<file path="config.mk">
export PLATFORM = sky130hd
export DESIGN_NAME = reg_word_reader
export DESIGN_NICKNAME = d
export VERILOG_FILES = /design/src/rtl/reg_reader_pkg.sv /design/src/rtl/word_unpacker.sv /design/src/rtl/reg_word_reader.sv
export SDC_FILE = /design/constraint.sdc
export NUM_CORES = 1
export LEC_CHECK = 0
export ABC_AREA = 0
export ABC_CLOCK_PERIOD_IN_PS = 1300
export BUFFER_PORTS_ARGS = -buffer_cell sky130_fd_sc_hd__buf_2
export CELL_PAD_IN_SITES_DETAIL_PLACEMENT = 1
export CELL_PAD_IN_SITES_GLOBAL_PLACEMENT = 1
export CORE_MARGIN = 1
export CORE_UTILIZATION = 37
export CTS_CLUSTER_DIAMETER = 100
export DETAILED_ROUTE_END_ITERATION = 10
export GPL_ROUTABILITY_DRIVEN = 0
export PLACE_DENSITY = 0.88
export SKIP_LAST_GASP = 1
export SYNTH_ARGS = -nofsm -noshare
export SYNTH_HDL_FRONTEND = slang
export SYNTH_SLANG_ARGS = --single-unit
</file>
<file path="constraint.sdc">
create_clock -name clk -period 1.3 [get_ports clk]
set_input_delay 0.26 -clock clk [delete_from_list [all_inputs] [get_ports clk]]
set_output_delay 0.26 -clock clk [all_outputs]
set_load 0.1 [all_outputs]
</file>
<file path="src/rtl/reg_reader_pkg.sv">
// rtl/reg_reader_pkg.sv - shared state encoding and byte/word geometry for reg_word_reader
package reg_reader_pkg;

  typedef enum logic [1:0] {
    IDLE  = 2'd0,
    FETCH = 2'd1,
    SEND  = 2'd2,
    DONE  = 2'd3
  } state_t;

  localparam int BYTES_PER_WORD = 4;
  localparam int BYTE_W         = 8;
  localparam int WORD_W         = BYTES_PER_WORD * BYTE_W;
  localparam int BIDX_W         = $clog2(BYTES_PER_WORD);

endpackage

</file>
<file path="src/rtl/word_unpacker.sv">
// rtl/word_unpacker.sv - holding register that serialises one word MSB-first, with byte index
module word_unpacker
  import reg_reader_pkg::*;
(
  input  logic              clk,
  input  logic              res,
  input  logic              load,
  input  logic              shift,
  input  logic              clr,
  input  logic [WORD_W-1:0] din,
  output logic [BYTE_W-1:0] byte_out,
  output logic              last_byte
);

  logic [WORD_W-1:0] hold;
  logic [BIDX_W-1:0] bidx;

  always_ff @(posedge clk or negedge res) begin
    if (!res) begin
      hold <= '0;
      bidx <= '0;
    end else if (clr) begin
      hold <= '0;
      bidx <= '0;
    end else if (load) begin
      hold <= din;
      bidx <= '0;
    end else if (shift) begin
      hold <= {hold[WORD_W-BYTE_W-1:0], {BYTE_W{1'b0}}};
      bidx <= bidx + 1'b1;
    end
  end

  // byte_out comes straight from the register, so it cannot follow byte_ready
  assign byte_out  = hold[WORD_W-1 -: BYTE_W];
  assign last_byte = (bidx == BIDX_W'(BYTES_PER_WORD - 1));

endmodule

</file>
<file path="src/rtl/reg_word_reader.sv">
// rtl/reg_word_reader.sv - burst reader of the register bank, streaming words as MSB-first bytes
// Optional: define NULL_STOP_EN to end a burst after transferring a 0x00 byte.
module reg_word_reader
  import reg_reader_pkg::*;
#(
  parameter int NUM_WORDS = 8,
  parameter int ADDR_W    = 3
)
(
  input  logic              clk,
  input  logic              res,
  input  logic              start,
  input  logic [ADDR_W:0]   word_count,
  output logic [ADDR_W-1:0] rd_addr,
  input  logic [WORD_W-1:0] rd_data,
  output logic [BYTE_W-1:0] byte_out,
  output logic              byte_valid,
  input  logic              byte_ready,
  output logic              busy,
  output logic              done
);

  localparam logic [ADDR_W:0] MAX_CNT = (ADDR_W+1)'(NUM_WORDS);

  state_t          state;
  logic [ADDR_W:0] cnt;
  logic [ADDR_W:0] widx;
  logic [ADDR_W:0] widx_nxt;
  logic [ADDR_W:0] start_cnt;
  logic            hs;
  logic            last_byte;
  logic            null_hit;
  logic            burst_end;

  assign start_cnt = (word_count > MAX_CNT) ? MAX_CNT : word_count;
  assign widx_nxt  = widx + {{ADDR_W{1'b0}}, 1'b1};
  assign hs        = byte_valid && byte_ready;
  assign rd_addr   = widx[ADDR_W-1:0];

`ifdef NULL_STOP_EN
  assign null_hit = (byte_out == '0);
`else
  assign null_hit = 1'b0;
`endif

  assign burst_end = null_hit || (last_byte && (widx_nxt == cnt));

  word_unpacker u_unpacker (
    .clk       (clk),
    .res       (res),
    .load      (state == FETCH),
    .shift     ((state == SEND) && hs),
    .clr       (state == DONE),
    .din       (rd_data),
    .byte_out  (byte_out),
    .last_byte (last_byte)
  );

  always_ff @(posedge clk or negedge res) begin
    if (!res) begin
      state      <= IDLE;
      cnt        <= '0;
      widx       <= '0;
      byte_valid <= 1'b0;
      busy       <= 1'b0;
      done       <= 1'b0;
    end else begin
      case (state)
        IDLE: begin
          if (start) begin
            cnt  <= start_cnt;
            widx <= '0;
            busy <= 1'b1;
            if (start_cnt != '0) begin
              state <= FETCH;
            end else begin
              state <= DONE;
              done  <= 1'b1;
            end
          end
        end
        FETCH: begin
          state      <= SEND;
          byte_valid <= 1'b1;
        end
        SEND: begin
          if (hs) begin
            if (last_byte) widx <= widx_nxt;
            if (burst_end) begin
              state      <= DONE;
              done       <= 1'b1;
              byte_valid <= 1'b0;
            end else if (last_byte) begin
              state      <= FETCH;
              byte_valid <= 1'b0;
            end
          end
        end
        DONE: begin
          // widx cleared here so rd_addr reads 0 again once back in IDLE
          state <= IDLE;
          done  <= 1'b0;
          busy  <= 1'b0;
          widx  <= '0;
        end
        default: state <= IDLE;
      endcase
    end
  end

endmodule

</file>
* After elaboration in Yosys (flattened, before gate mapping)
Cells that the tools add are included.
** Operators by class
- Add/subtract/negate cells :: 2
- $lt $le $gt $ge :: 1
- Eq/ne operators :: 11
- Muxes and demuxes :: 28
- Reductions and logical operators :: 15
** Operator list (number)
- 2-to-1 mux 32 bit :: 3
- 2-to-1 mux 2 bit :: 8
- 2-to-1 mux 4 bit :: 4
- one-hot mux 4 bit (3 select lines) :: 1
- inequality test 2 bit, second input constant :: 5
- 2-to-1 mux 1 bit :: 8
- one-hot mux 2 bit (4 select lines) :: 1
- == test 2 bit, second input constant :: 3
- AND reduction 3 bit :: 2
- nonzero test 3 bit :: 2
- AND reduction 5 bit :: 1
- adder 4 x 1 -> 4 bit, second input constant :: 1
- == test 4 bit :: 1
- greater-than comparator 4 bit, second input constant :: 1
- one-hot mux 1 bit (2 select lines) :: 2
- AND reduction 2 bit :: 2
- AND reduction 4 bit :: 1
- nonzero test 2 bit :: 2
- nonzero test 4 bit :: 1
- logical AND 1 bit :: 3
- inequality test 3 bit, second input constant :: 1
- one-hot mux 1 bit (3 select lines) :: 1
- adder 2 x 1 -> 2 bit, second input constant :: 1
- == test 2 x 1 -> 1 bit, second input constant :: 1
- logical NOT 2 bit :: 1
** Storage, ports and cells
- Register bits after elaboration :: 47
- Input port bits :: 40
- Output and inout port bits :: 14
- Word-level logic and storage cells :: 65

* Longest topological paths before layout
Gate-level depths: netlist of the first run.
- Word-level depth :: 6
- Gate-level depth with buffers :: 6
- Depth with buffers taken out :: 5

* Hierarchy
A second synthesis of the first run with hierarchy kept.
** Second synthesis, totals
- Cells, all modules :: 235
- Area total of the unflattened synthesis :: 2507.4 µm²
** By module, submodules not included
- word_unpacker :: instances 1, cells each 158, area each 1751.7 µm², seq. area each 850.8 µm²
- reg_word_reader :: instances 1, cells each 77, area each 755.7 µm², seq. area each 325.3 µm²

* Worst setup path before layout of the first run
OpenSTA, ideal clock, no wires.
- Kind :: reg-to-reg
- Start :: reg byte_valid
- End :: reg done
- Setup time :: 0.101 ns
- Data arrival time :: 1.805 ns
- Required time :: 1.199 ns
- Setup slack :: -0.606 ns
- Stages on the path, launching flop included :: 5
- Path buffers :: 2
- Period minus slack after synthesis :: 1.906 ns
- Cells stage by stage :: dfrtp_1 > nand3_1 > buf_4 > buf_2 > o32ai_1
** On the way
- Longest elaborated chain between the ends :: 3
** Ends and longest elaborated chain
- start: declaration :: line reg_word_reader.sv:17 : output logic byte_valid,
- start signal: assignment :: line reg_word_reader.sv:64 : byte_valid <= 1'b0;
- start signal: assignment :: line reg_word_reader.sv:84 : byte_valid <= 1'b1;
- start signal: assignment :: line reg_word_reader.sv:92 : byte_valid <= 1'b0;
- logical AND 1 bit :: line reg_word_reader.sv:37 : assign hs = byte_valid && byte_ready;
- inequality test 2 bit (no source line)
- AND reduction 5 bit (no source line)
- end signal: assignment :: line reg_word_reader.sv:66 : done <= 1'b0;
- end signal: assignment :: line reg_word_reader.sv:78 : done <= 1'b1;
- end signal: assignment :: line reg_word_reader.sv:91 : done <= 1'b1;
- end: declaration :: line reg_word_reader.sv:20 : output logic done
Every way passes these cells.
A chain may end at the register's enable or synchronous reset.

* Worst setup path after layout of the first run
- Start :: reg widx[0]
- End :: reg done
** On the way
- Longest elaborated chain between the ends :: 5
** Ends and longest elaborated chain
- start: declaration :: line reg_word_reader.sv:27 : logic [ADDR_W:0] widx;
- start signal: assignment :: line reg_word_reader.sv:88 : if (last_byte) widx <= widx_nxt;
- adder 4 x 1 -> 4 bit :: line reg_word_reader.sv:36 : assign widx_nxt = widx + {{ADDR_W{1'b0}}, 1'b1};
- == test 4 bit :: line reg_word_reader.sv:46 : assign burst_end = null_hit || (last_byte && (widx_nxt == cnt));
- logical AND 1 bit :: line reg_word_reader.sv:46
- inequality test 2 bit (no source line)
- AND reduction 5 bit (no source line)
Every way passes these cells.

==> out/summary.txt, run 1 <==
Critical Path AT -> 1.62 ns
Vias per cell -> 5.175
Hpwl dp -> 4.060 mm
Max Cap Viol -> 0
Worst relative slew slack -> 68.06%
Setup Skew -> 0.009992 ns
Worst setup margin -> -0.1016 ns
Final nets -> 331
Cell Area, Placed -> 0.002904 sq mm
Die ar. -> 0.006549 sq mm
Final TNS setup -> -0.4760 ns
Maximum vdd drop -> 1.466 mV
Synth Flop Type -> dfrtp_1
Sequential Power Share -> 34.2%
CP Class -> flop to flop
First-pass GRT wire length -> 10.09 mm
Vias in the first global route -> 1,959
Post-synth EDFFs -> 0
Clk network pwr share -> 13.4%
Synth Register Bits -> 47
Grt ovf -> 0
Final Instance Area -> 0.003256 sq mm
Register area share after synthesis -> 51.03%
Status -> finished with violations
Internal -> 0.004181 W
Routed wire length -> 6.620 mm
Cts bufs inserted -> 5
Skew-Pair Late Insertion Delay -> 0.31 ns
Largest net degree at the start of global routing -> 33
Std cell rows -> 28
Vias -> 1,889
Number of port buffers -> 53
Setup-failing EPs final -> 11
RSZ-0062 raised after global routing -> true
Gr usage total -> 21.23%
Mapped Cells -> 228
CTS tree -> built
Worst flop-to-flop path startpoint -> widx[0]$_DFFE_PN0P_
First element of the critical path -> widx[0]$_DFFE_PN0P_
N_diodes -> 0
Clk slew on worst S/H paths -> 0.09 ns
Clk sinks -> 47
Initial drt markers -> 89
Power Density -> 2315 mW/mm^2
Sw Share -> 44.52%
DR pass1 iterations -> 4
Initial antenna violation count -> 0
Synth Cell Area -> 0.002305 sq mm
Slew Viols, Final -> 0
H-tree Lvls -> 2
Yosys cell types -> 31
Synth warn -> 0
Period utilisation layout -> 107.8%
Comb power frac -> 52.4%
Post-DRT Antenna Nets -> 0
Syn Nets -> 270
Hold_sp -> rd_data[2]
Initial core utilization -> 38.70%
Hold Path Class -> input pin to flop
Clock Tree Root -> clkbuf_8
Layout cells sized above 1 -> 38.28%
DRC viols -> 0
Die Span Y -> 80.93 um
Core footprint -> 0.005956 sq mm
Critical Path Sink Type -> flop
Synth Area per Inst -> 10.11 sq um
Max clock buf depth -> 2
Leak -> 1.532 nW
Final Hold Fails -> 0
Synth-to-Final Area Change -> 41.26%
Highest clock rate -> 0.7135 GHz
Chip Width -> 80.93 um
Worst EP required -> 1.52 ns
Least-Margin Pin Slew -> 0.4791 ns
Async set-reset flop share out of synthesis -> 100.0%
Startpoint types -> flop
Critical path fanouts, max -> 2
# IOs -> 54
Final min period -> 1.402 ns
WL per Instance -> 18.14 um
Failing checks -> setup timing
Switch Pwr -> 0.003355 W
-- state kept, by name, indices dropped and copies added (netlist names) --
register	count
busy	1
byte_valid	1
cnt	4
done	1
state	2
u_unpacker.bidx	2
u_unpacker.hold	32
widx	4
-- placed cells by master (no fill, tap or decap), types with 2 or more instances in the layout --
master / synthesis / final
a22o_1: 2 / 2
o21ai_1: 0 / 18
nor2_1: 4 / 4
a21oi_1: 8 / 6
nand3_1: 4 / 2
xnor2_1: 5 / 3
o21ai_0: 35 / 15
o21ai_2: 0 / 2
clkbuf_8: 0 / 7
a21oi_2: 0 / 2
buf_6: 3 / 4
inv_1: 3 / 3
buf_4: 12 / 14
mux2i_2: 0 / 3
dfrtp_1: 47 / 46
nand2_1: 47 / 47
mux2i_1: 25 / 21
buf_12: 0 / 19
buf_2: 3 / 39
nand2b_1: 3 / 3
-- timing repair --
action | in CTS | in global routing
resized for setup | 18 | 21
hold endpoints to repair | 15 | 0
buffers inserted | 6 | 2
setup endpoints to repair | 21 | 43
hold buffers | 1 | 0
pin swaps | 7 | 9
cloned | 3 | 0
-- cell families after synthesis --
kind of cell | share of synthesized area [%]
adder cells (fa/ha/maj) | 1.086
AND/OR/NAND/NOR | 11.94
XOR/XNOR | 2.931
buffers and inverters | 7.817
multiplexers | 12.00
flip-flops | 51.03
AO/OA/AOI/OAI | 13.19
-- synthesized netlist by cell type, types with 2 or more instances --
library cell	number	area (sq um)
a22o_1	2	17.52
nand2_1	47	176.4
a31oi_1	2	12.51
nand2b_1	3	18.77
dfrtp_1	47	1176
buf_6	3	33.78
nor2b_1	2	12.51
ha_1	2	25.02
o21ai_0	35	175.2
inv_1	3	11.26
mux2i_1	25	250.2
buf_2	3	15.01
nor2_1	4	15.01
a21oi_1	8	40.04
buf_4	12	90.09
nand3_1	4	20.02
xnor2_1	5	43.79
clkbuf_1	8	30.03
-- metrics by stage --
stage                     worst slack (ns)  hold WS [ns]  util (%)  instances  total power (W)
after floorplan                    -0.1515      -0.03559         -        228         0.004837
after global placement            -0.02581        0.2295     48.76        346         0.005774
after detailed placement           -0.1990        0.2316     48.76        346         0.005946
after CTS                          -0.1223        0.1533     53.95        364         0.007321
after global routing               -0.1624        0.1564     54.66        365         0.007892
final                              -0.1016        0.1455     54.66        365         0.007536
-- power by group through the flow --
| stage | sequential (W) | combinational (W) | clock (W) |
|---|---|---|---|
| global route | 0.00263 | 0.00419 | 0.00107 |
| global placement | 0.00246 | 0.00331 | 0 |
| finish | 0.00258 | 0.00395 | 0.00101 |
| floorplan | 0.00266 | 0.00217 | 0 |
| CTS | 0.00252 | 0.00379 | 0.00101 |
| detailed placement | 0.00251 | 0.00344 | 0 |
-- final timing paths --
kind                                                         to  slack (ns)  cells past startpoint
worst max-delay path                           done$_DFFE_PN0P_       -0.10                      5
worst min-delay path             u_unpacker.hold[2]$_DFFE_PN0P_        0.15                      3
worst max register to register                 done$_DFFE_PN0P_       -0.10                      5
worst min register to register   u_unpacker.hold[0]$_DFFE_PN0P_        0.52                      2
max in group asynchronous       u_unpacker.hold[15]$_DFFE_PN0P_        0.41                      3
min in group asynchronous       u_unpacker.hold[22]$_DFFE_PN0P_        0.43                      2
-- layer usage --
layer,wire length (um),GRT usage [%]
met4,192,10.36
met2,3504,37.14
met3,195,3.933
met5,0,0
met1,2728,24.86
-- critical path, stage by stage, from the launching register on --
cell and delay [ns]:
dfrtp_1 0.42, ha_4 0.30, xnor2_2 0.10, o211a_1 0.20, nand3_2 0.09, o32ai_2 0.21
-- area by class of cell --
type,instances,area (sq um)
multi-input combinational,153,1089
tap,75,93.84
inverter,3,11.26
timing repair buffer,79,778.2
fill,669,2700
clock buffer,7,96.34
clock inverter,1,7.507
sequential,47,1180
(Power assumes the default switching activity.)
==> inputs of run 2 (changes only) <==
ABC_CLOCK_PERIOD_IN_PS = 1600   (was 1300)
CORE_UTILIZATION = 40   (was 37)
PLACE_DENSITY = 0.9   (was 0.88)
clock period = 1.6 ns   (was 1.3 ns; I/O delays follow)
==> out/summary.txt, run 2 (synthesis results as in run 1) <==
Cts bufs inserted -> 5 (unchanged)
Max Cap Viol -> 0 (unchanged)
Die Span Y -> 77.91 um (was 80.93 um)
Clk slew on worst S/H paths -> 0.09 ns (about the same)
DRC viols -> 0 (unchanged)
Slowest CP cell -> buf_2 (was dfrtp_1)
Commonest non-fill, non-tap cells in the layout -> buf_2, nand2_1, dfrtp_1 (was nand2_1, dfrtp_1, buf_2)
Worst EP required -> 1.28 ns (was 1.52 ns)
Std cell rows -> 27 (was 28)
Biggest register -> u_unpacker.hold (unchanged)
RSZ-0062 raised after global routing -> false (was true)
Chip Width -> 77.91 um (was 80.93 um)
CTS tree -> built (unchanged)
Initial core utilization -> 41.60% (was 38.70%)
Gr usage total -> 19.79% (was 21.23%)
Final TNS setup -> 0 ns (was -0.4760 ns)
Leak -> 1.366 nW (was 1.532 nW)
Initial drt markers -> 54 (was 89)
H-tree Lvls -> 2 (unchanged)
Status -> finished, final reports clean (was finished with violations)
Max clock buf depth -> 2 (unchanged)
Largest register FFs -> 32 (unchanged)
CTS resizes -> 0 (was 18)
N_diodes -> 0 (unchanged)
Highest clock rate -> 0.6419 GHz
DR pass1 iterations -> 4 (unchanged)
Cell Area, Placed -> 0.002600 sq mm (was 0.002904 sq mm)
Vias -> 1,754 (was 1,889)
Initial antenna violation count -> 0 (unchanged)
Routed wire length -> 5.467 mm (was 6.620 mm)
CP Class -> flop to primary output (was flop to flop)
Critical path fanouts, max -> 4 (was 2)
WL per Instance -> 15.80 um (was 18.14 um)
Least-Margin Pin Slew -> 0.5167 ns (was 0.4791 ns)
Number of port buffers -> 53 (unchanged)
Die ar. -> 0.006069 sq mm (was 0.006549 sq mm)
Largest net degree at the start of global routing -> 48 (was 33)
Hold Path Class -> input pin to flop (unchanged)
Most common cell after layout, fill and taps aside -> buf_2 (was nand2_1)
Maximum vdd drop -> 0.6659 mV (was 1.466 mV)
Clk sinks -> 47 (unchanged)
Final nets -> 316 (was 331)
Max incr delay on CP -> 0.42 ns (about the same)
Startpoint types -> flop (unchanged)
Vias per cell -> 5.069 (was 5.175)
Clock Tree Root -> clkbuf_8 (unchanged)
Skew-Pair Late Insertion Delay -> 0.31 ns (about the same)
Critical Path Sink Type -> primary output (was flop)
Final Hold Fails -> 0 (unchanged)
Layout cells sized above 1 -> 28.47% (was 38.28%)
Critical Path AT -> 1.24 ns (was 1.62 ns)
Power Density -> 1859 mW/mm^2 (was 2315 mW/mm^2)
Slew Viols, Final -> 0 (unchanged)
First-pass GRT wire length -> 9.177 mm (was 10.09 mm)
Period utilisation layout -> 97.37%
Final Instance Area -> 0.002700 sq mm (was 0.003256 sq mm)
Final min period -> 1.558 ns
Worst relative slew slack -> 65.11% (was 68.06%)
Post-DRT Antenna Nets -> 0 (unchanged)
Post-route insts no fill -> 346 (was 365)
Hold slack -> 0.2093 ns (was 0.1455 ns)
Worst path cell trace -> buf_4 > buf_2 (was ha_4 > xnor2_2 > o211a_1 > nand3_2 > o32ai_2)
Setup-failing EPs final -> 0 (was 11)
Grt ovf -> 0 (unchanged)
Synth-to-Final Area Change -> 17.16% (was 41.26%)
Inst Count DP -> 337 (was 346)
# IOs -> 54 (unchanged)
Vias in the first global route -> 1,874 (was 1,959)
Hpwl dp -> 3.894 mm (was 4.060 mm)
Core footprint -> 0.005540 sq mm (was 0.005956 sq mm)
Largest regs -> u_unpacker.hold (32), cnt (4), widx (4) (unchanged)
Setup Skew -> 0.01458 ns (was 0.009992 ns)
run 2: metal layers:
metal / track usage (%) / wire length [um] / up-vias
met1: 25.23 / 2436 / 859
met3: 4.118 / 177 / 8
li1: - / - / 854
met2: 32.74 / 2769 / 33
met5: 0 / 0 / -
met4: 8.148 / 82 / 0
run 2: critical path, delay by kind of cell (launching register included):
family / cells / cell delay [ns]
buf+inv: 2 / 0.56
flops: 1 / 0.36
run 2: path summary, 6_finish.rpt:
| path | start | end | slack (ns) | depth (start not counted) |
|---|---|---|---|---|
| max | widx[0]$_DFFE_PN0P_ | rd_addr[0] | 0.04 | 2 |
| min | rd_data[25] | u_unpacker.hold[25]$_DFFE_PN0P_ | 0.21 | 3 |
| max reg2reg | widx[1]$_DFFE_PN0P_ | done$_DFFE_PN0P_ | 0.12 | 5 |
| min reg2reg | busy$_DFFE_PN0P_ | busy$_DFFE_PN0P_ | 0.53 | 1 |
| max in group asynchronous | res | byte_valid$_DFFE_PN0P_ | 0.83 | 3 |
| min in group asynchronous | res | u_unpacker.hold[25]$_DFFE_PN0P_ | 0.52 | 3 |
run 2: cell type report:
type / count / area, sq um
clock buffer: 5 / 68.82
timing repair buffer: 65 / 382.9
inverter: 3 / 11.26
clock inverter: 2 / 13.76
tap: 72 / 90.09
multi-input combinational: 152 / 955.9
fill: 661 / 2840
sequential: 47 / 1177
run 2: through the flow:
stage,utilization [%],total power [W],worst slack [ns]
2_1_floorplan,-,0.003858,0.01532
3_3_place_gp,46.93,0.004196,0.2098
3_5_place_dp,46.93,0.004335,0.09599
4_1_cts,48.60,0.005054,0.03613
5_1_grt,48.74,0.005323,0.007697
6_report,48.74,0.005018,0.04213
run 2: timing repair:
| action | in CTS | in global routing |
|---|---|---|
| hold buffers | 1 | 0 |
| endpoints found under the hold margin | 39 | 0 |
| buffers inserted | 0 | 1 |
| setup endpoints to repair | 0 | 1 |
run 2: where the power goes:
group	switching (W)	internal (W)
clock	0.000410	0.000300
sequential	0.000315	0.00165
combinational	0.00166	0.000682
==> inputs of run 3 (changes only) <==
PLACE_DENSITY = 0.77   (was 0.9)
SYNTH_HIERARCHICAL = 1   (was not set)
==> out/summary.txt, run 3 <==
Slowest CP cell -> dfrtp_1 (was buf_2)
M1 GR Usage -> 27.41% (was 25.23%)
Mapped Cells -> 235 (was 228)
Largest register FFs -> 32 (unchanged)
# fillers -> 675 (was 661)
Critical path fanouts, max -> 5 (was 4)
Layout cells sized above 1 -> 33.56% (was 28.47%)
Final min period -> 1.554 ns (was 1.558 ns)
Critical Path Sink Type -> primary output (unchanged)
Met3 Track Usage GR -> 3.258% (was 4.118%)
Cts hold-fix bufs -> 0 (was 1)
Initial drt markers -> 140 (was 54)
Hold slack -> -0.001274 ns (was 0.2093 ns)
Max clock buf depth -> 2 (unchanged)
Setup-failing EPs final -> 0 (unchanged)
Largest net degree at the start of global routing -> 36 (was 48)
N_diodes -> 0 (unchanged)
H-tree Lvls -> 2 (unchanged)
Cell Area, Placed -> 0.002804 sq mm (was 0.002600 sq mm)
Max incr delay on CP -> 0.47 ns (was 0.42 ns)
Most common cell after layout, fill and taps aside -> buf_2 (unchanged)
Initial core utilization -> 41.85% (was 41.60%)
Failing checks -> hold timing
Vias per cell -> 5.229 (was 5.069)
Vias -> 1,919 (was 1,754)
# IOs -> 54 (unchanged)
Global Route met2 Usage -> 31.60% (was 32.74%)
Skew-Pair Late Insertion Delay -> 0.29 ns (was 0.31 ns)
Worst path cell trace -> buf_2 (was buf_4 > buf_2)
Maximum vdd drop -> 0.9968 mV (was 0.6659 mV)
Vias in the first global route -> 1,996 (was 1,874)
Syn Nets -> 277 (was 270)
Worst EP required -> 1.28 ns (about the same)
Setup Skew -> 0.005542 ns (was 0.01458 ns)
DRC viols -> 0 (unchanged)
Chip Width -> 81.18 um (was 77.91 um)
Status -> finished with violations (was finished, final reports clean)
Startpoint types -> flop (unchanged)
Grt ovf -> 0 (unchanged)
Clock Tree Root -> clkbuf_8 (unchanged)
Post-synth EDFFs -> 0 (unchanged)
Area leader, netlist -> dfrtp_1 (unchanged)
Slew Viols, Final -> 0 (unchanged)
Synth Flop Type -> dfrtp_1 (unchanged)
Count leader, synth -> dfrtp_1
FF+latch area -> 0.001181 sq mm (was 0.001177 sq mm)
Synth warn -> 6 (was 0)
Hpwl dp -> 4.318 mm (was 3.894 mm)
Yosys cell types -> 36 (was 31)
Commonest non-fill, non-tap cells in the layout -> buf_2, dfrtp_1, mux2i_1 (was buf_2, nand2_1, dfrtp_1)
Std cell rows -> 28 (was 27)
Number of port buffers -> 53 (unchanged)
Synth Register Bits -> 47 (unchanged)
RSZ-0062 raised after global routing -> true (was false)
First-pass GRT wire length -> 9.749 mm (was 9.177 mm)
Clk slew on worst S/H paths -> 0.09 ns (about the same)
Routed wire length -> 6.212 mm (was 5.467 mm)
Cts bufs inserted -> 5 (unchanged)
Synth Area per Inst -> 10.67 sq um (was 10.11 sq um)
Power Density -> 1931 mW/mm^2 (was 1859 mW/mm^2)
Least-Margin Pin Slew -> 0.4909 ns (was 0.5167 ns)
Die Span Y -> 81.18 um (was 77.91 um)
Period utilisation layout -> 97.13% (was 97.37%)
GRT busiest layer -> met2 (unchanged)
Final Instance Area -> 0.003040 sq mm (was 0.002700 sq mm)
CP Class -> flop to primary output (unchanged)
Post-DRT Antenna Nets -> 0 (unchanged)
Highest clock rate -> 0.6434 GHz (was 0.6419 GHz)
Clk sinks -> 47 (unchanged)
Biggest register -> u_unpacker/hold (was u_unpacker.hold)
Area contributors post-synth -> dfrtp_1, mux2i_1, a211oi_1 (was dfrtp_1, mux2i_1, nand2_1)
Gr usage total -> 19.65% (was 19.79%)
Hold Path Class -> input pin to asynchronous set/reset pin (was input pin to flop)
Synth Cell Area -> 0.002507 sq mm (was 0.002305 sq mm)
Leak -> 1.345 nW (was 1.366 nW)
CP Depth -> 1 (was 2)
Initial antenna violation count -> 0 (unchanged)
Multi-input logic area -> 0.001160 sq mm (was 955.9 sq um)
Register area share after synthesis -> 46.91% (was 51.03%)
Synth-to-Final Area Change -> 21.26% (was 17.16%)
Core footprint -> 0.005991 sq mm (was 0.005540 sq mm)
WL per Instance -> 16.93 um (was 15.80 um)
Largest regs -> u_unpacker/hold (32), cnt (4), widx (4) (was u_unpacker.hold (32), cnt (4), widx (4))
DR pass1 iterations -> 4 (unchanged)
Synth top area share -> 46.91% (was 51.03%)
Final Hold Fails -> 1 (was 0)
Die ar. -> 0.006589 sq mm (was 0.006069 sq mm)
Worst relative slew slack -> 67.50% (was 65.11%)
Final nets -> 333 (was 316)
Synth cell count leaders -> dfrtp_1, mux2i_1, nor2b_1 (was dfrtp_1, nand2_1, o21ai_0)
Worst Reg-to-Reg Cells -> 6 (was 5)
Async set-reset flop share out of synthesis -> 100.0% (unchanged)
Critical Path AT -> 1.23 ns (was 1.24 ns)
Crit path buf inv count -> 1 (was 2)
Max Cap Viol -> 0 (unchanged)
Top delay family on crit path -> flip-flops (was buffers and inverters)
CTS tree -> built (unchanged)
run 3: layer usage:
| layer | wire [um] | vias to the layer above |
|---|---|---|
| met1 | 2980 | 946 |
| met3 | 203 | 4 |
| li1 | - | 928 |
| met5 | 0 | - |
| met4 | 56 | 0 |
| met2 | 2972 | 41 |
run 3: cell families (layout without fill, tap and decap cells):
family,after synthesis,in the layout,synth area share [%]
AOI/OAI and AO/OA,48,48,12.87
xor gates and xnor gates,9,9,3.693
adders and majority gates,2,2,0.9978
buffers and inverters,31,88,8.183
DFF,47,47,46.91
muxes,27,27,10.98
and+or+nand+nor,71,71,16.37
run 3: worst paths after layout:
check / end / from / slack, ns
worst min-delay path: widx[0]$_DFFE_PN0P_ / res / -0.001
worst max-delay path: rd_addr[2] / widx[2]$_DFFE_PN0P_ / 0.05
worst min register to register: cnt[1]$_DFFE_PN0P_ / cnt[1]$_DFFE_PN0P_ / 0.50
max in group asynchronous: u_unpacker/bidx[0]$_DFFE_PN0P_ / res / 1.31
worst max register to register: u_unpacker/hold[0]$_DFFE_PN0P_ / byte_valid$_DFFE_PN0P_ / 0.06
min in group clk: u_unpacker/hold[6]$_DFFE_PN0P_ / rd_data[6] / 0.26
run 3: area by class of cell:
class                           instances  share of cell area (%)
Tap cell                               75                   3.086
Multi-Input combinational cell        157                   38.15
Clock inverter                          2                   1.152
Timing Repair Buffer                   76                   15.31
Clock buffer                            6                   2.716
Sequential cell                        47                   38.85
Inverter                                3                  0.4938
Timing Repair inverter                  1                  0.2469
run 3: timing repair:
action,in CTS,in global routing
setup endpoints to repair,2,11
pin swaps,1,3
gates cloned,1,0
resized for setup,3,5
hold endpoints to repair,0,0
buffers inserted,7,4
run 3: stage by stage:
stage | utilization [%] | setup slack [ns] | setup TNS [ns] | instances | total power, W
after floorplan | - | 0.01189 | 0 | 235 | 0.004323
after global placement | 46.80 | 0.07277 | 0 | 347 | 0.004704
after detailed placement | 46.80 | -0.05123 | -0.08101 | 347 | 0.004849
after CTS | 49.92 | -0.03004 | -0.03004 | 363 | 0.005845
after global routing | 50.75 | -0.006571 | -0.01329 | 367 | 0.006200
final | 50.75 | 0.04587 | 0 | 367 | 0.005870
run 3: power breakdown:
group | switching (W) | internal, W
sequential | 0.000351 | 0.00171
clock | 0.000393 | 0.000506
combinational | 0.00188 | 0.00102
run 3: worst register-to-register path, delay by kind of cell (launching register included):
family                 cells  cell delay (ns)
AND/OR/NAND/NOR            3             0.59
flip-flops                 1             0.50
buffers and inverters      2             0.26
AO/OA/AOI/OAI              1             0.12
